## config.mk

```make
export PLATFORM = sky130hd
export DESIGN_NAME = keypad_scanner_flat
export DESIGN_NICKNAME = d
export VERILOG_FILES = /design/src/rtl/keypad_scanner_if.sv /design/src/rtl/keypad_scanner.sv /design/src/flat_wrapper.sv
export SDC_FILE = /design/constraint.sdc
export NUM_CORES = 1
export LEC_CHECK = 0
export ABC_AREA = 1
export BUFFER_PORTS_ARGS = -buffer_cell sky130_fd_sc_hd__buf_2
export CAP_MARGIN = 30
export CORE_MARGIN = 4
export CORE_UTILIZATION = 45
export CTS_CLUSTER_DIAMETER = 60
export CTS_CLUSTER_SIZE = 16
export DETAILED_ROUTE_END_ITERATION = 8
export GPL_TIMING_DRIVEN = 0
export HOLD_SLACK_MARGIN = 0.08
export PLACE_DENSITY = 0.74
export SLEW_MARGIN = 0
export SYNTH_ARGS = -nofsm -noshare
export SYNTH_HDL_FRONTEND = slang
export SYNTH_SLANG_ARGS = --single-unit
```

## constraint.sdc

```tcl
create_clock -name clk -period 2.36 [get_ports clk]
set_input_delay 0.354 -clock clk [delete_from_list [all_inputs] [get_ports clk]]
set_output_delay 0.354 -clock clk [all_outputs]
set_load 0.02 [all_outputs]
```

## src/rtl/keypad_scanner_if.sv

```systemverilog
// Keypad scanner bus: the matrix-side signals (rows in, column drive out)
// plus the decoded key stream that feeds the dual-digit display path.
//   rows       keypad rows, active-low, asynchronous to clk
//   cols       column drive, active-low, one bit low at a time
//   key        hex code of the last accepted key
//   key_valid  one-clk pulse per accepted key
//   digit_new  most recent key
//   digit_old  previous key
// master = scanner, slave = keypad / display consumer.
interface keypad_scanner_if;
  logic [3:0] rows;
  logic [3:0] cols;
  logic [3:0] key;
  logic       key_valid;
  logic [3:0] digit_new;
  logic [3:0] digit_old;

  modport master (
    input  rows,
    output cols, key, key_valid, digit_new, digit_old
  );

  modport slave (
    output rows,
    input  cols, key, key_valid, digit_new, digit_old
  );
endinterface

```

## src/rtl/keypad_scanner.sv

```systemverilog
// 4x4 matrix keypad scanner. Drives one column low at a time, samples the
// synchronised rows once per scan tick, debounces presses and releases, and
// decodes the accepted key to hex while keeping the last two keys entered.
//   clk    system clock
//   reset  asynchronous active-low reset
//   kp     keypad_scanner_if.master: rows in; cols, key, key_valid,
//          digit_new, digit_old out
module keypad_scanner #(
  parameter int SCAN_DIV       = 24000,
  parameter int DEBOUNCE_SCANS = 20
) (
  input  logic              clk,
  input  logic              reset,
  keypad_scanner_if.master  kp
);

  localparam int TW = (SCAN_DIV > 1) ? $clog2(SCAN_DIV) : 1;
  localparam int CW = $clog2(DEBOUNCE_SCANS + 1);

  typedef enum logic [1:0] {SCAN, DEBOUNCE, HELD} state_t;

  // True when exactly one row line is pulled low.
  function automatic logic single_low(input logic [3:0] r);
    logic [3:0] lo;
    lo = ~r;
    return (lo != 4'd0) && ((lo & (lo - 4'd1)) == 4'd0);
  endfunction

  function automatic logic [1:0] low_index(input logic [3:0] r);
    case (r)
      4'b1101: return 2'd1;
      4'b1011: return 2'd2;
      4'b0111: return 2'd3;
      default: return 2'd0;
    endcase
  endfunction

  function automatic logic [3:0] decode(input logic [1:0] r, input logic [1:0] c);
    case ({r, c})
      4'b00_00: return 4'h1;
      4'b00_01: return 4'h2;
      4'b00_10: return 4'h3;
      4'b00_11: return 4'hA;
      4'b01_00: return 4'h4;
      4'b01_01: return 4'h5;
      4'b01_10: return 4'h6;
      4'b01_11: return 4'hB;
      4'b10_00: return 4'h7;
      4'b10_01: return 4'h8;
      4'b10_10: return 4'h9;
      4'b10_11: return 4'hC;
      4'b11_00: return 4'hE;
      4'b11_01: return 4'h0;
      4'b11_10: return 4'hF;
      default:  return 4'hD;
    endcase
  endfunction

  logic [3:0]    rows_p0, rows_s;
  logic [TW-1:0] tick_cnt;
  logic          tick;
  state_t        state, state_n;
  logic [1:0]    col, col_n, row, row_n;
  logic [CW-1:0] cnt, cnt_n, rcnt, rcnt_n, cnt_inc, rcnt_inc;
  logic          hit, accept;
  logic [1:0]    hit_row;
  logic [3:0]    key_dec;
  logic [3:0]    key_r, dnew_r, dold_r;
  logic          kv_r;

  assign tick     = (tick_cnt == TW'(SCAN_DIV - 1));
  assign hit      = single_low(rows_s);
  assign hit_row  = low_index(rows_s);
  // Counters saturate at the threshold rather than wrapping.
  assign cnt_inc  = (cnt  < CW'(DEBOUNCE_SCANS)) ? cnt  + CW'(1) : cnt;
  assign rcnt_inc = (rcnt < CW'(DEBOUNCE_SCANS)) ? rcnt + CW'(1) : rcnt;
  assign key_dec  = decode(row_n, col);

  always_comb begin
    state_n = state;
    col_n   = col;
    row_n   = row;
    cnt_n   = cnt;
    rcnt_n  = rcnt;
    accept  = 1'b0;
    if (tick) begin
      case (state)
        SCAN: begin
          if (hit) begin
            row_n = hit_row;
            cnt_n = CW'(1);
            if (DEBOUNCE_SCANS <= 1) begin
              state_n = HELD;
              rcnt_n  = '0;
              accept  = 1'b1;
            end else begin
              state_n = DEBOUNCE;
            end
          end else begin
            col_n = col + 2'd1;
          end
        end
        DEBOUNCE: begin
          if (hit && (hit_row == row)) begin
            cnt_n = cnt_inc;
            if (cnt_inc == CW'(DEBOUNCE_SCANS)) begin
              state_n = HELD;
              rcnt_n  = '0;
              accept  = 1'b1;
            end
          end else begin
            // Bounce or a different key: abandon and keep scanning.
            state_n = SCAN;
            col_n   = col + 2'd1;
            cnt_n   = '0;
          end
        end
        HELD: begin
          // Column stays frozen, so keys on other columns are invisible here.
          if (rows_s == 4'b1111) begin
            if (rcnt_inc == CW'(DEBOUNCE_SCANS)) begin
              state_n = SCAN;
              col_n   = col + 2'd1;
              rcnt_n  = '0;
            end else begin
              rcnt_n = rcnt_inc;
            end
          end else begin
            rcnt_n = '0;
          end
        end
        default: state_n = SCAN;
      endcase
    end
  end

  always_ff @(posedge clk or negedge reset) begin
    if (!reset) begin
      rows_p0  <= 4'b1111;
      rows_s   <= 4'b1111;
      tick_cnt <= '0;
      state    <= SCAN;
      col      <= 2'd0;
      row      <= 2'd0;
      cnt      <= '0;
      rcnt     <= '0;
      kv_r     <= 1'b0;
      key_r    <= 4'd0;
      dnew_r   <= 4'd0;
      dold_r   <= 4'd0;
    end else begin
      // Stage p0 -> s: two-flop row synchroniser
      rows_p0  <= kp.rows;
      rows_s   <= rows_p0;
      tick_cnt <= tick ? '0 : tick_cnt + TW'(1);
      // FSM registers, updated on tick only
      state    <= state_n;
      col      <= col_n;
      row      <= row_n;
      cnt      <= cnt_n;
      rcnt     <= rcnt_n;
      // Key output and digit history, updated together with key_valid
      kv_r     <= accept;
      if (accept) begin
        key_r  <= key_dec;
        dold_r <= dnew_r;
        dnew_r <= key_dec;
      end
    end
  end

  assign kp.cols      = ~(4'b0001 << col);
  assign kp.key       = key_r;
  assign kp.key_valid = kv_r;
  assign kp.digit_new = dnew_r;
  assign kp.digit_old = dold_r;

endmodule

```

## src/flat_wrapper.sv

```systemverilog
// flat-port wrapper written by rule: the top's interface ports become plain ports
module keypad_scanner_flat 
#(
  parameter int SCAN_DIV       = 24000,
  parameter int DEBOUNCE_SCANS = 20
)
  (clk, reset, kp_rows, kp_cols, kp_key, kp_key_valid, kp_digit_new, kp_digit_old);
  keypad_scanner_if kp_i ();
  input  logic clk;
  input  logic reset;
  input wire logic [$bits(kp_i.rows)-1:0] kp_rows;
  output wire logic [$bits(kp_i.cols)-1:0] kp_cols;
  output wire logic [$bits(kp_i.key)-1:0] kp_key;
  output wire logic [$bits(kp_i.key_valid)-1:0] kp_key_valid;
  output wire logic [$bits(kp_i.digit_new)-1:0] kp_digit_new;
  output wire logic [$bits(kp_i.digit_old)-1:0] kp_digit_old;
  assign kp_i.rows = kp_rows;
  assign kp_cols = kp_i.cols;
  assign kp_key = kp_i.key;
  assign kp_key_valid = kp_i.key_valid;
  assign kp_digit_new = kp_i.digit_new;
  assign kp_digit_old = kp_i.digit_old;
  keypad_scanner #(.SCAN_DIV(SCAN_DIV), .DEBOUNCE_SCANS(DEBOUNCE_SCANS)) u_core (.clk(clk), .reset(reset), .kp(kp_i));
endmodule
```

# Word-level counts from Yosys, hierarchy flattened

Memories as Yosys holds them, arrays and structs flattened. A register that Yosys moved wholly into a read port is not among the register bits.
Index checks and enable logic that the tools add are counted.

$add $sub $neg: 5
Magnitude comparators: 2
Eq/ne operators: 18
Shift operators: 1
Muxes and demuxes: 30
Bitwise gates (word level): 3
Reductions and logical operators: 13

Operators by type and width:

| kind                                                  | count |
|---|---|
| 2-to-1 mux 5 bit                                      | 8 |
| 2-to-1 mux 2 bit                                      | 12 |
| case mux 5 bit (2 select lines)                       | 2 |
| case mux 2 bit (3 select lines)                       | 3 |
| adder 15 x 1 -> 15 bit, second input constant         | 1 |
| == test 15 bit, second input constant                 | 1 |
| 2-to-1 mux 15 bit                                     | 1 |
| == test 4 bit, second input constant                  | 3 |
| adder 5 x 1 -> 5 bit, second input constant           | 2 |
| == test 5 bit, second input constant                  | 2 |
| less-than comparator 5 bit, second input constant     | 2 |
| inequality test 2 x 1 -> 1 bit, second input constant | 5 |
| NOT 4 bit                                             | 2 |
| AND reduction 6 bit                                   | 1 |
| AND reduction 5 bit                                   | 1 |
| bitwise AND 4 bit                                     | 1 |
| == test 4 x 3 -> 1 bit, second input constant         | 1 |
| logical NOT 4 bit                                     | 1 |
| 2-to-1 mux 1 bit                                      | 4 |
| inequality test 2 bit, second input constant          | 2 |
| AND reduction 4 bit                                   | 1 |
| nonzero test 2 bit                                    | 2 |
| nonzero test 4 bit                                    | 1 |
| left shift 1 x 2 -> 4 bit, first input constant       | 1 |
| 11 further kinds                                      | 12 |

Register bits: 44
Bits in read-only memories: 64
Input bits: 6
Logic and storage cells: 83
Memories kept: 1

Memory list:

| name            | words | width | read ports | clocked after Yosys merged registers in | wr ports | RTL line             | source |
|---|---|---|---|---|---|---|---|
| (no name shown) | 16    | 4     | 1          | 1                                       | 0        | keypad_scanner.sv:39 | `case ({r, c})` |

# Longest topological paths before layout

Gate-level depths: netlist (run 1).

Depth after elaboration: 9
Mapped depth: 14
Depth with buffers taken out: 14

# Worst setup path before layout (run 1)

No wires, ideal clock.

Path type: register to register
Start point: reg u_core.tick_cnt[0]
End point: reg u_core.col[0]
Arrival time: 1.562 ns
Slack: 0.681 ns
Cell stages (with the launch flop): 14
Clock period less this slack: 1.679 ns
Path through: dfrtp_1 -> ha_1 -> nand2_2 -> nor2_4 -> nand3_2 -> nor2_4 -> buf_6 -> inv_2 -> nor3_2 -> o21ai_1 -> inv_1 -> nand2_1 -> nand2_1 -> nand2_1

Cells in the longest elaborated chain, start to end: 2

RTL lines:

| element                              | RTL line              | source |
|---|---|---|
| start: declaration                   | keypad_scanner.sv:60  | `logic [TW-1:0] tick_cnt;` |
| start signal: assignment             | keypad_scanner.sv:155 | `tick_cnt <= tick ? '0 : tick_cnt + TW'(1);` |
| == test 15 bit                       | keypad_scanner.sv:71  | `assign tick = (tick_cnt == TW'(SCAN_DIV - 1));` |
| AND reduction 6 bit (no source line) | -                     |  |
| end signal: assignment               | keypad_scanner.sv:158 | `col <= col_n;` |
| end: declaration                     | keypad_scanner.sv:63  | `logic [1:0] col, col_n, row, row_n;` |

No other way between the ends.
A chain may end at the register's enable or synchronous reset.

# Worst setup path in the final report (run 1)

Start point: reg u_core.tick_cnt[0]
End point: reg u_core.tick_cnt[14]

Cells in the longest elaborated chain, start to end: 2
Elaborated cells on any way between the ends: 3

RTL lines:

| element                                                         | RTL line |
|---|---|
| adder 15 x 1 -> 15 bit / == test 15 bit (equally long branches) | keypad_scanner.sv:155, keypad_scanner.sv:71 |
| 2-to-1 mux 15 bit (*)                                           | keypad_scanner.sv:155 |

Every way passes the cells marked *; elsewhere a longest branch is shown, timed or not.

==> metrics, run 1 <==
WL final 5496 um; clock transition at the registers of the reported paths 90 ps; initial DRC count 99; Fmax 513.1 MHz; Crit path depth 10; P_sw 0.0003136 W; crit path max fanout 4; status finished, final reports clean; met3 Track Usage GR 2.765%; routability cong. 0.8754; worst vdd ir 0.0002897 V; CTS tree done; HP Start kp_rows[2]; worst hold path type in -> reg; Post-CTS Hold Buffers 1; Worst EP arrival 2140 ps; cell taking the most area after synthesis dfrtp_1; nets 423; Slew @ Worst Pin 501.9 ps; IO buf count 22; routing usage on met1 19.12%; CP Launch Point u_core.tick_cnt[0]; Clock Tree Root clkbuf_8; Static Leak 1.680 nW; final setup margin 411.1 ps; syn nets 392; Synth-to-Final Area Change 11.68%; crit path kind reg -> reg; Starting Density 46.38%; Internal 0.001168 W; RSZ-0062 raised after global routing no; pwr dens 450.3 nW/um^2; routed vias/inst 4.973; Antenna diodes 0; Routed Antenna Nets 0; count of different cell masters after synthesis 37; Pre-antenna DRT Iters 4; number of synthesis warnings 0; flops & latches, synth 48; R2R Setup Slk 410 ps; GRT busiest layer met2; layout cell share with drive strength beyond 1 20.05%; min Tclk post-route 1949 ps; post-CTS resize count 0; Bufs on Longest Clock Path 2; Mean Syn Cell Area 7.918 um^2; largest net degree at the start of global routing 29; postcts setup bufs 0; row count 29; CP cell instances ha_1, nand2_2, nor3_2, nand2_1, nor2_2, nand2_1, nor2_2, nand3_1, o21ai_1, a21oi_1; Max Cap Violations 0; io pins 23; Worst path max stage delay 400 ps; die width 88.90 um; worst path bufs/invs 0; Final period util 82.58%; clk_skew 3.058 ps; DR vias 2392; WP data required 2550 ps; Wirelength per Cell 11.43 um; Seq pwr share 56.6%; Die Ht 88.90 um; clock latency on the worst-skew pair 300 ps; DIE AREA 7903 um^2; sw frac 21.17%; dpl hpwl 4267 um; top cell type's share of synthesized area 33.98%; vias in the first global route 2223; critical path endpoint u_core.tick_cnt[14]; Slew Limit Fails 0; Reg2Reg Capture Point u_core.tick_cnt[14]; worst-case reg-to-reg path depth 10; grt met2 use 26.65%; Setup-failing EPs final 0; Logic pwr share 4.1%; Core Area 6350 um^2; H-tree depth 2; delay-heaviest family, CP simple AND/OR/NAND/NOR gates; Max-slew headroom 66.54%; DRC 0; Reg2Reg Launch Point u_core.tick_cnt[0]; slowest cell on the critical path dfrtp_1; initial antenna violation count 0; part of the power in the clock network 39.3%; post-layout util 51.80%; synth top area cells dfrtp_1 34%, nand2_1 13%, dfstp_2 7.1%, nand3_1 7.0%, inv_1 6.9%; critical path launch point type flop; Final Hold Viols 0; sequential area share after synthesis 41.12%; first-pass GRT wire length 9694 um; global-route usage over all layers 15.47%; CP Capture Type flop; Gate Count Post-Synth 372; cts bufs inserted 5; Place WS 455.0 ps; Post-Route Setup TNS 0 ps; clk sinks 48; grt ovf 0; Mapped Area 2945 um^2
[synthesized netlist by cell type, drive strengths merged]
| cell | instances |
|---|---|
| nand2 | 110 |
| a21oi | 6 |
| dfstp | 8 |
| inv | 56 |
| or2 | 1 |
| o21ai | 18 |
| dfrtp | 40 |
| o211ai | 1 |
| a31o | 1 |
| o22ai | 1 |
| nand4 | 8 |
| nor4 | 1 |
| nor2 | 38 |
| xor2 | 5 |
| o21a | 2 |
| nand3b | 3 |
| a221oi | 1 |
| nor3 | 6 |
| buf | 5 |
| ha | 14 |
| xnor2 | 2 |
| nand3 | 45 |
[sequential cells by signal, indices dropped and copies added (netlist names), named ones only]
name,flops
u_core.rows_s,4
u_core.tick_cnt,15
u_core.state,2
u_core.row,1
u_core.kp.key,4
u_core.rows_p0,4
u_core.kp.key_valid,1
u_core.rcnt,5
u_core.kp.digit_old,4
u_core.col,2
u_core.cnt,5
[logic make-up after synthesis]
group                      share of synthesized area, %
AOI/OAI and AO/OA                                 6.160
DFF                                               41.12
buffers and inverters                             8.539
adders and majority gates                         5.947
xor gates and xnor gates                          2.337
and+or+nand+nor                                   35.90
[power by group through the flow]
stage | registers, W | logic, W | clock network, W
4_1_cts | 0.000839 | 0.0000625 | 0.000602
3_5_place_dp | 0.000854 | 0.0000609 | 0
5_1_grt | 0.000840 | 0.0000714 | 0.000640
3_3_place_gp | 0.000854 | 0.0000561 | 0
6_report | 0.000838 | 0.0000609 | 0.000582
2_1_floorplan | 0.000854 | 0.0000315 | 0
[cell usage in the layout, fill, tap and decap left out, types with 2 or more instances in the layout]
cell type,instances
nor2_4,7
nand2_4,2
xor2_1,5
buf_4,4
o21ai_0,8
clkbuf_8,5
inv_2,2
buf_2,22
a21oi_1,6
nor3_2,2
nor2_2,5
o21ai_1,8
ha_1,14
nand3_1,41
inv_1,54
o21a_1,2
nand2_1,99
nor2_1,26
nand3_2,3
nand3b_1,3
dfstp_2,8
nand4_1,6
nand2_2,9
dfrtp_1,40
nor3_1,4
[per-layer routing]
layer  wire length (um)  up-vias  share of wire, %
met5                  0        -                 0
met4                104        0               1.9
li1                   -     1241                 -
met2               2655       39                48
met3                161       12               2.9
met1               2574     1100                47
[worst min-delay path by stage]
stage / to / slack [ps] / depth (start not counted)
finish: u_core.rows_p0[2] / 140 / 1
global route: u_core.rows_p0[2] / 120 / 1
CTS: u_core.rows_p0[1] / 140 / 1
detailed placement: u_core.rcnt[3] / 350 / 1
global placement: u_core.rows_s[1] / 350 / 0
floorplan: asynchronous set/reset pin / 60 / 0
[through the flow]
step	std cells	cell area [um^2]	total power, W	hold WS (ps)
after floorplan	372	2945	0.0008852	58.41
after global placement	471	3152	0.0009101	347.2
after detailed placement	472	3172	0.0009153	347.2
after CTS	481	3289	0.001503	135.9
after global routing	481	3289	0.001551	123.3
final	481	3289	0.001481	142.1
[layout make-up]
class | count | area [um^2]
tap | 77 | 96.34
buffer | 5 | 41.29
multi-input combinational | 263 | 1483
sequential | 48 | 1211
clock inverter | 2 | 35.03
timing repair buffer | 24 | 140.1
inverter | 56 | 210.2
clock buffer | 6 | 72.57
fill | 594 | 3060
Note: power is estimated with default switching activity, not from simulation.
==> inputs of run 2 (changes only) <==
==> constraint.sdc (replaced) <==
create_clock -name clk -period 1.93 [get_ports clk]
set_input_delay 0.2895 -clock clk [delete_from_list [all_inputs] [get_ports clk]]
set_output_delay 0.2895 -clock clk [all_outputs]
set_load 0.02 [all_outputs]
==> run 2 against run 1 <==
Critical endpoint is now u_core.col[1]. Critical path depth increased by 3. Count of clock-buffer cells in the layout unchanged. Highest routed layer unchanged. Wire length increased by 4.7%. Global-route usage increased by 0.077 points. Critical path type unchanged.
==> metrics, run 2 (synthesis gave the netlist of run 1 again) <==
status finished, final reports clean; Fmax 549.9 MHz (+7.2%); Die Ht 88.90 um (unchanged); Pre-antenna DRT Iters 4 (unchanged); DRC 0 (unchanged); worst vdd ir 0.0003559 V (+23%); routability cong. 0.8754 (unchanged); Core Area 6350 um^2 (unchanged); Static Leak 1.773 nW (+5.6%); CTS tree done; Synth-to-Final Area Change 18.52%; WL final 5757 um (+4.7%); Final period util 94.23% (+12 points); global-route usage over all layers 15.55% (+0.077 points); nets 438 (+3.5%); H-tree depth 2 (unchanged); Reg2Reg Capture Point u_core.col[1]; Slew @ Worst Pin 495.6 ps (-6.283 ps); worst-case reg-to-reg path depth 13 (+3); Starting Density 46.38% (unchanged); grt ovf 0 (unchanged); first-pass GRT wire length 9749 um (+0.57%); Routed Antenna Nets 0 (unchanged); clk_skew 5.371 ps (+2.313 ps); final setup margin 111.3 ps (-299.8 ps); DIE AREA 7903 um^2 (unchanged); vias in the first global route 2244 (+0.94%); IO buf count 22 (unchanged); HP Start u_core.rows_p0[2]; Slew Limit Fails 0 (unchanged); critical path launch point type flop; CP Capture Type flop; Max Cap Violations 0 (unchanged); clk sinks 48 (unchanged); cts bufs inserted 5 (unchanged); Setup-failing EPs final 0 (unchanged); largest registers u_core.tick_cnt: 15 flops, u_core.cnt: 5 flops, u_core.rcnt: 5 flops; Fin Hold WS 359.4 ps (+217.3 ps); Hold Crit Depth 0 (-1); commonest non-fill, non-tap cells in the layout 96 x nand2_1, 53 x inv_1, 40 x dfrtp_1; Bufs on Longest Clock Path 2 (unchanged); commonest non-fill, non-tap cell in the layout nand2_1; post-layout util 54.98% (+3.2 points); clock transition at the registers of the reported paths 90 ps (about the same); dpl hpwl 4267 um (unchanged); Reg2Reg Launch Point u_core.tick_cnt[1]; DR vias 2489 (+4.1%); clock latency on the worst-skew pair 300 ps (about the same); Final Hold Viols 0 (unchanged); crit path max fanout 6 (+2); Worst EP arrival 2020 ps (-120 ps); largest register by flop count u_core.tick_cnt; io pins 23 (unchanged); RSZ-0062 raised after global routing yes; largest net degree at the start of global routing 29 (unchanged); pwr dens 524.7 nW/um^2 (+17%); min Tclk post-route 1819 ps (-130.2 ps); Place WS 25.01 ps (-430.0 ps); row count 29 (unchanged); WP data required 2130 ps (-420 ps); max FFs per register 15 (unchanged); Wirelength per Cell 11.61 um (+1.6%); crit path kind reg -> reg; initial DRC count 96 (-3.0%); Max-slew headroom 66.96% (+0.42 points); routed vias/inst 5.018 (+0.91%); layout cell share with drive strength beyond 1 24.82% (+4.8 points); R2R Setup Slk 110 ps (-300 ps); initial antenna violation count 0 (unchanged); Antenna diodes 0 (unchanged); Worst Hold Endpoint u_core.rows_s[2]; worst hold path type reg -> reg; Clock Tree Root clkbuf_8; die width 88.90 um (unchanged)
==> run 2: cell types whose count changed in the layout (fill, tap and decap cells not counted), moves of 2 or more <==
| cell | delta |
|---|---|
| buf_4 | +11 |
| nand3_2 | +2 |
| nand2_4 | +2 |
| nand3_1 | -3 |
| nor2_4 | +2 |
| nand2_1 | -3 |
| nor2_1 | -3 |
| dlygate4sd3_1 | +4 |
==> run 2: critical path, cell delays in order (launching register included) <==
cell     delay (ps)
dfrtp_1         380
ha_2            220
nand2_4          80
nor2_4          140
nand3_2          90
nor2_4          150
buf_8           160
inv_6            50
nor3_2          100
o21ai_1          80
inv_1            90
nand2_1          70
nand2_1          60
nand2_1          60
==> run 2: worst max-delay path by stage <==
stage / depth (start not counted) / slack (ps) / to / startpoint
floorplan: 13 / 250 / u_core.col[0] / u_core.tick_cnt[0]
CTS: 10 / 20 / u_core.tick_cnt[14] / u_core.tick_cnt[1]
finish: 13 / 110 / u_core.col[1] / u_core.tick_cnt[1]
detailed placement: 13 / 30 / u_core.col[1] / u_core.tick_cnt[0]
global route: 11 / -30 / u_core.state[0] / u_core.rows_s[1]
global placement: 13 / 30 / u_core.col[1] / u_core.tick_cnt[0]
==> run 2: power breakdown <==
part | total (W) | internal (W) | switching (W)
logic | 0.0000875 | 0.0000319 | 0.0000556
clock network | 0.000719 | 0.000385 | 0.000334
registers | 0.00103 | 0.00102 | 0.00000532
==> run 2: layer usage <==
| layer | vias to the layer above | GRT usage, % | routed length (um) |
|---|---|---|---|
| met5 | - | 0 | 0 |
| met3 | 11 | 2.765 | 161 |
| met1 | 1173 | 19.06 | 2642 |
| met4 | 0 | 6.319 | 104 |
| li1 | 1270 | - | - |
| met2 | 35 | 26.99 | 2849 |
==> run 2: metrics by stage <==
stage	cell area [um^2]	std cells	power, W	TNS (ps)
floorplan	2945	372	0.001082	0
global placement	3152	471	0.001113	0
detailed placement	3172	472	0.001119	0
CTS	3337	486	0.001844	0
global route	3491	496	0.001906	-241.3
finish	3491	496	0.001832	0
==> run 2: layout make-up <==
class	instances	area [um^2]
Timing Repair Buffer	39	262.8
Sequential cell	48	1211
Clock buffer	6	72.57
Multi-Input combinational cell	263	1553
Clock inverter	2	35.03
Buffer	5	45.04
Inverter	56	215.2
Fill cell	567	2859
Tap cell	77	96.34
==> run 2: repair_timing <==
action / 4_1_cts / 5_1_grt
setup buffers: 1 / 10
resized for setup: 0 / 22
endpoints found under the setup margin: 2 / 21
endpoints found under the hold margin: 18 / 0
hold buffers: 5 / 0
pin swaps: 0 / 9
